==> config.mk <==
export PLATFORM = sky130hd
export DESIGN_NAME = time_syn_ctrl
export DESIGN_NICKNAME = d
export VERILOG_FILES = /design/src/rtl/time_syn_ctrl.sv
export SDC_FILE = /design/constraint.sdc
export NUM_CORES = 1
export LEC_CHECK = 0
export CORE_MARGIN = 4
export CORE_UTILIZATION = 35
export DETAILED_ROUTE_END_ITERATION = 8
export MAX_ROUTING_LAYER = met4
export SLEW_MARGIN = 20
export SYNTH_ARGS = -nofsm -noshare
export SYNTH_HDL_FRONTEND = slang
export SYNTH_SLANG_ARGS = --single-unit
==> constraint.sdc <==
create_clock -name i_clk -period 8.2 [get_ports i_clk]
set_input_delay 1.23 -clock i_clk [delete_from_list [all_inputs] [get_ports i_clk]]
set_output_delay 1.23 -clock i_clk [all_outputs]
set_load 0.02 [all_outputs]
==> src/rtl/time_syn_ctrl.sv <==
// time_syn_ctrl: runs one time-sync round per slot start.
// As initiator it sends local time t1 in a TS frame and waits for the peer's
// RETURN frame (t4). The one-way link delay is (t4-t1)/2. It then loads the
// STD time plus that delay plus a fixed compensation.
// As responder it answers a peer TS frame with a RETURN frame. That frame
// carries the local time at which the TS frame arrived.
// It also owns the free-running 64-bit local time counter.
// Optional feature macro: TIME_SYN_AVG_EN. When defined, o_link_delay becomes
// the running mean of the old and new delay. The first round after reset loads
// the raw delay.
module time_syn_ctrl #(
  parameter int P_TICK_NS = 4,
  parameter int P_COMP_NS = 16,
  parameter int P_TIMEOUT = 1000
) (
  input  logic        i_clk,
  input  logic        i_rst,
  input  logic        i_syn_start,
  input  logic        i_recv_ts_valid,
  input  logic        i_recv_return_valid,
  input  logic        i_recv_std_valid,
  input  logic [63:0] i_recv_std_time,
  output logic        o_tx_req,
  output logic [1:0]  o_tx_type,
  output logic [63:0] o_tx_data,
  input  logic        i_tx_ack,
  output logic [63:0] o_local_time,
  output logic [63:0] o_link_delay,
  output logic        o_busy,
  output logic        o_sync_done,
  output logic        o_sync_err
);

  localparam int TW = $clog2(P_TIMEOUT + 1);

  localparam logic [1:0] TX_NONE = 2'b00;
  localparam logic [1:0] TX_TS   = 2'b01;
  localparam logic [1:0] TX_RET  = 2'b10;

  typedef enum logic [2:0] {
    S_IDLE,
    S_SEND_TS,
    S_WAIT_RET,
    S_WAIT_STD,
    S_SEND_RET
  } state_t;

  state_t r_state;
  state_t w_state_next;

  logic [63:0]   r_local_time;
  logic [63:0]   r_cap_time;    // t1 (initiator) or TS arrival time (responder)
  logic [63:0]   r_link_delay;
  logic [TW-1:0] r_timer;
  logic          r_sync_done;
  logic          r_sync_err;

  logic          w_cap;
  logic          w_delay_ld;
  logic          w_time_ld;
  logic          w_done;
  logic          w_err;
  logic          w_timeout;
  logic          w_in_wait_next;
  logic [63:0]   w_new_delay;
  logic [63:0]   w_delay_val;

  // The modulo-2^64 subtract keeps the delay correct across a counter wrap.
  assign w_new_delay = (r_local_time - r_cap_time) >> 1;
  assign w_timeout   = (r_timer == TW'(P_TIMEOUT - 1));

`ifdef TIME_SYN_AVG_EN
  logic        r_avg_valid;
  logic [64:0] w_delay_sum;

  // Use the 65-bit sum so the mean keeps the carry out of bit 63.
  assign w_delay_sum = {1'b0, r_link_delay} + {1'b0, w_new_delay};
  assign w_delay_val = r_avg_valid ? 64'(w_delay_sum >> 1) : w_new_delay;

  // Remember that a delay has been measured, so later rounds average.
  always_ff @(posedge i_clk or posedge i_rst) begin
    if (i_rst) begin
      r_avg_valid <= 1'b0;
    end else if (w_delay_ld) begin
      r_avg_valid <= 1'b1;
    end
  end
`else
  assign w_delay_val = w_new_delay;
`endif

  // State register.
  always_ff @(posedge i_clk or posedge i_rst) begin
    if (i_rst) begin
      r_state <= S_IDLE;
    end else begin
      r_state <= w_state_next;
    end
  end

  // Next-state logic, TX request outputs and datapath strobes.
  always_comb begin
    w_state_next = r_state;
    w_cap        = 1'b0;
    w_delay_ld   = 1'b0;
    w_time_ld    = 1'b0;
    w_done       = 1'b0;
    w_err        = 1'b0;
    o_tx_req     = 1'b0;
    o_tx_type    = TX_NONE;
    o_tx_data    = 64'd0;
    case (r_state)
      S_IDLE: begin
        // Slot start has priority; a simultaneous peer TS is dropped.
        if (i_syn_start) begin
          w_state_next = S_SEND_TS;
          w_cap        = 1'b1;
        end else if (i_recv_ts_valid) begin
          w_state_next = S_SEND_RET;
          w_cap        = 1'b1;
        end
      end
      S_SEND_TS: begin
        o_tx_req  = 1'b1;
        o_tx_type = TX_TS;
        o_tx_data = r_cap_time;
        if (i_tx_ack) begin
          w_state_next = S_WAIT_RET;
        end
      end
      S_SEND_RET: begin
        o_tx_req  = 1'b1;
        o_tx_type = TX_RET;
        o_tx_data = r_cap_time;
        if (i_tx_ack) begin
          w_state_next = S_IDLE;
        end
      end
      S_WAIT_RET: begin
        // A receive pulse beats a timeout that expires in the same cycle.
        if (i_recv_return_valid) begin
          w_state_next = S_WAIT_STD;
          w_delay_ld   = 1'b1;
        end else if (w_timeout) begin
          w_state_next = S_IDLE;
          w_err        = 1'b1;
        end
      end
      S_WAIT_STD: begin
        if (i_recv_std_valid) begin
          w_state_next = S_IDLE;
          w_time_ld    = 1'b1;
          w_done       = 1'b1;
        end else if (w_timeout) begin
          w_state_next = S_IDLE;
          w_err        = 1'b1;
        end
      end
      default: begin
        w_state_next = S_IDLE;
      end
    endcase
  end

  assign w_in_wait_next = (w_state_next == S_WAIT_RET) || (w_state_next == S_WAIT_STD);

  // The wait timer restarts whenever a wait state is entered, and idles at 0.
  always_ff @(posedge i_clk or posedge i_rst) begin
    if (i_rst) begin
      r_timer <= '0;
    end else if (w_in_wait_next && (w_state_next == r_state)) begin
      r_timer <= r_timer + 1'b1;
    end else begin
      r_timer <= '0;
    end
  end

  // Local time counter: it free-runs, and a std-time load replaces the increment.
  always_ff @(posedge i_clk or posedge i_rst) begin
    if (i_rst) begin
      r_local_time <= 64'd0;
    end else if (w_time_ld) begin
      r_local_time <= i_recv_std_time + r_link_delay + 64'(P_COMP_NS);
    end else begin
      r_local_time <= r_local_time + 64'(P_TICK_NS);
    end
  end

  // Capture the local time of the start/TS cycle, and record the link delay.
  always_ff @(posedge i_clk or posedge i_rst) begin
    if (i_rst) begin
      r_cap_time   <= 64'd0;
      r_link_delay <= 64'd0;
    end else begin
      if (w_cap) begin
        r_cap_time <= r_local_time;
      end
      if (w_delay_ld) begin
        r_link_delay <= w_delay_val;
      end
    end
  end

  // Register the single-cycle done/error pulses.
  always_ff @(posedge i_clk or posedge i_rst) begin
    if (i_rst) begin
      r_sync_done <= 1'b0;
      r_sync_err  <= 1'b0;
    end else begin
      r_sync_done <= w_done;
      r_sync_err  <= w_err;
    end
  end

  assign o_local_time = r_local_time;
  assign o_link_delay = r_link_delay;
  assign o_busy       = (r_state != S_IDLE);
  assign o_sync_done  = r_sync_done;
  assign o_sync_err   = r_sync_err;

endmodule

==> summary.md <==
| Metric | Value |
|---|---|
| Run status | finished, final reports clean |
| Total die area | 0.0519 mm^2 |
| Slew @ Worst Pin | approximately 0.87 ns |
| Synth async-reset ratio | 100% |
| Post-synth top area cell | dfrtp_1 |
| Clock power frac | a little over a tenth |
| Critical hold path startpoint | r_timer[0] |
| TritonCTS Buffers | 26 |
| Cell leakage power | ~9.3 nW |
| Hold endpoint | r_timer[0] |
| Detailed-route wire length per cell | 19.1 um |
| Top cells by area in the synthesized netlist | dfrtp_1 (30%), ha_1 (14%), o21ai_0 (7.0%) |
| Slew Limit Headroom | between 40% and 50% |
| Proportion of synthesized chip area in sequential cells | a little under a third |
| Final design area excluding fillers | between 0.02 and 0.025 mm^2 |
| Sequential group share of total power | between 10% and 20% |
| Largest fanout of any net on the critical path | 5 |
| Register Area | around 0.0052 mm^2 |
| Power Dens Cells | a little over 500 mW/mm^2 |
| Capture point of the worst reg-to-reg path | o_local_time[59] |
| Via count | between 15000 and 20000 |
| Fraction of layout cells with a size suffix above 1 | around 3.7% |
| Worst hold path depth | 1 |
| Number of maximum-capacitance constraint violations | 0 |
| Setup ws final | 2.60 ns |
| Area overhead of the layout relative to synthesis | 23.6% |
| Max clock buf depth | 3 |
| Instance area at placement | between 0.02 and 0.025 mm^2 |
| Area fraction of the dominant cell type after synthesis | a little under a third |
| Post-route clock period utilization | about 70% |
| Number of detailed-routing iterations run before antenna repair | 5 |
| Leading post-synthesis cells by instance count | nand2_1 (306), o21ai_0 (236), dfrtp_1 (206), ha_1 (189), nor2_1 (161) |
| Register clock-pin slew on the reported worst setup and hold paths | 0.06 ns |
| Width of the chip | approximately 230 um |
| Wire length of the first global-routing pass | about 89000 um |
| Synth warn | 0 |
| Part of the power in combinational logic | a little over two thirds |
| Internal power component | between 5 and 6 mW |
| Multi-input gate area | 0.0110 mm^2 |
| Maximum ir drop on the vdd rail | about 0.27 mV |
| Final worst path period need | approximately 5.6 ns |
| CTS tree | done |
| Vertical die dimension | 228 um |
| Number of clock sinks | 206 |
| Unrepaired setup endpoints after global routing | false |
| Data required time at the worst endpoint | about 8.7 ns |
| Post-CTS Hold Buffers | 0 |
| Post-synthesis compound-gate area fraction | around 22% |
| Routed Wire Length | 56300 um |
| Number of synthesized flops with an enable pin | 0 |
| Combined global-route utilization of all metal layers | about 21% |
| Via count of the first global-routing pass | around 16000 |
| Count of nets left with antenna violations after detail routing | 0 |
| Root Driver | clkbuf_16 |
| Final hold vios | 0 |
| HPWL Detailed | between 40000 and 50000 um |
| Io pins | 269 |
| Dpl ws | 2.16 ns |
| Largest net degree at the start of global routing | 86 |
| Main combinational cell family by area after synthesis | compound AO/OA/AOI/OAI gates |
| Category of the worst setup path capture point | flop |
| Core box area | 0.0477 mm^2 |
| Setup TNS | 0 ns |
| R2R setup slack | about 3.3 ns |
| Number of port buffers | about 270 |
| Kind of launch point of the worst setup path | input pin |
| Number of slew-limit violations in the final report | 0 |
| Path type of the worst setup path | input pin to flop |
| Mean Syn Cell Area | roughly 8.1 um^2 |
| Post-synthesis xor/xnor area fraction | roughly a tenth |
| Filler instances | about 4700 |
| Met1 layer wirelength in the final routing | 26300 um |
| Final setup fails | 0 |
| Via density per instance | about 5.4 |
| CTS H-tree lvls | 1 |
| Launch instance of the worst register-to-register path | o_link_delay[1] |
| Switching part of the total power | between 50 and 60% |
| Synthesized area | approximately 0.017 mm^2 |
| DRC violation total after the first TritonRoute iteration | 971 |
| Top sig layer | met4 |
| Number of rows in the core area | 80 |
| Type of the worst min-delay path | flop to flop |
| # DRC | 0 |
| Placer Congestion | 0.941 |
| Most frequent cell after synthesis | nand2_1 |
| Antenna violations before repair | 3 |
| Total Power Consumption | ~11 mW |
| Top achievable clock speed | between 150 and 200 MHz |
| Syn_nets | ~2400 |
| Syn Inst Count | 2097 |
| Multiplexer area fraction after synthesis | less than 1% |
| Initial core utilization | approximately 35% |
| Reg2reg path depth | 15 |
| Worst hold margin | 0.459 ns |
| Flops & latches, synth | around 200 |
| Later-pin clock latency in the skew report | 0.55 ns |
| Clock skew after layout | about 0.022 ns |
| Synth cell types | 73 |
| Net load switching power | about 5.5 mW |
| Fraction of the mapped netlist area in simple logic gates | 18.5% |
| Final-stage net count | ~2600 |
| Arrival time at the worst endpoint | 6.05 ns |
| Leftover overflow at the end of global routing | 0 |
| Resize count post-CTS | 0 |
| Post-Synth Adder-Cell Area | 14.2% |
| Detailed route wirelength on metal2 | about 25000 um |
| Met3 wire length | around 3400 um |
| Most common flop cell mapped by yosys | dfrtp_1 |
| Total setup buffers inserted after CTS | 0 |
## layout make-up
| type | instances | area share, % |
|---|---|---|
| Antenna cell | 3 | 0.0359 |
| Clock buffer | 37 | 3.75 |
| Clock inverter | 6 | 0.144 |
| Inverter | 106 | 1.94 |
| Multi-Input combinational cell | 1691 | 52.7 |
| Sequential cell | 206 | 24.6 |
| Tap cell | 615 | 3.68 |
| Timing Repair Buffer | 277 | 13.1 |
## flip-flops by register name, indices dropped and copies added, names as in the netlist
name          flops
r_cap_time       64
r_timer          10
r_state           3
o_local_time     64
o_link_delay     63
o_sync_done       1
o_sync_err        1
## worst max-delay path, cell delays in order
cell and delay [ns]:
clkdlybuf4s50_1 0.42, ha_1 0.30, ha_1 0.19, inv_1 0.06, fa_1 0.41, nor2b_1 0.14, o21ai_1 0.11, a21oi_1 0.28
o21ai_1 0.22, a2111oi_1 0.78, o21ai_0 0.45, a21oi_1 0.45, a21oi_1 0.18, o21ai_1 0.40, a2111oi_0 0.20, nor3_1 0.24
## worst max path at each step
stage          slack, ns          startpoint                to
2_1_floorplan       1.35               i_rst   o_link_delay[0]
3_3_place_gp        2.25  i_recv_std_time[1]  o_local_time[59]
3_5_place_dp        2.16  i_recv_std_time[1]  o_local_time[59]
4_1_cts             2.68  i_recv_std_time[1]  o_local_time[59]
5_1_grt             2.20  i_recv_std_time[1]  o_local_time[59]
6_report            2.60  i_recv_std_time[1]  o_local_time[59]
## cell families (layout without fill, tap and decap cells)
| logic type | Yosys count | after routing |
|---|---|---|
| fa+ha+maj | 191 | 191 |
| compound gates | 621 | 621 |
| mux | 5 | 5 |
| other cells | 1 | 4 |
| simple gates | 686 | 686 |
| flops | 206 | 206 |
| buf+inv | 200 | 426 |
| xor+xnor | 187 | 187 |
## metrics by stage
stage / utilization (%) / instances
finish: 43.8 / 2941
floorplan: - / 2097
detailed placement: 42.1 / 2895
global placement: 42.1 / 2895
CTS: 43.8 / 2938
global route: 43.8 / 2941
## routing by layer
metal	vias to the layer above	global-route usage [%]
met4	0	5.21
li1	7782	-
met2	446	33.7
met3	84	3.61
met5	-	-
met1	7548	29.1
## layout by cell type (no fill, tap or decap), types with 21 or more instances in the layout
| cell | netlist | layout |
|---|---|---|
| nand3_1 | 51 | 50 |
| clkdlybuf4s50_1 | 0 | 267 |
| xor2_1 | 78 | 78 |
| xnor2_1 | 109 | 109 |
| and3_1 | 29 | 29 |
| o21bai_1 | 21 | 21 |
| dfrtp_1 | 206 | 206 |
| o21ai_0 | 236 | 236 |
| a21o_1 | 75 | 75 |
| ha_1 | 189 | 189 |
| inv_1 | 106 | 105 |
| nand2_1 | 306 | 306 |
| nand4_1 | 36 | 36 |
| a21oi_1 | 150 | 150 |
| nor2_1 | 161 | 159 |
| clkbuf_16 | 0 | 27 |
## power by group through the flow
stage	combinational (mW)	sequential, mW	clock, mW
2_1_floorplan	4.91	2.21	0
3_5_place_dp	7.53	2.05	0
4_1_cts	7.58	2.04	1.16
6_report	7.59	2.03	1.12
3_3_place_gp	7.48	2.04	0
5_1_grt	8.36	2.10	1.19
Power figures use the tool's default switching activity.
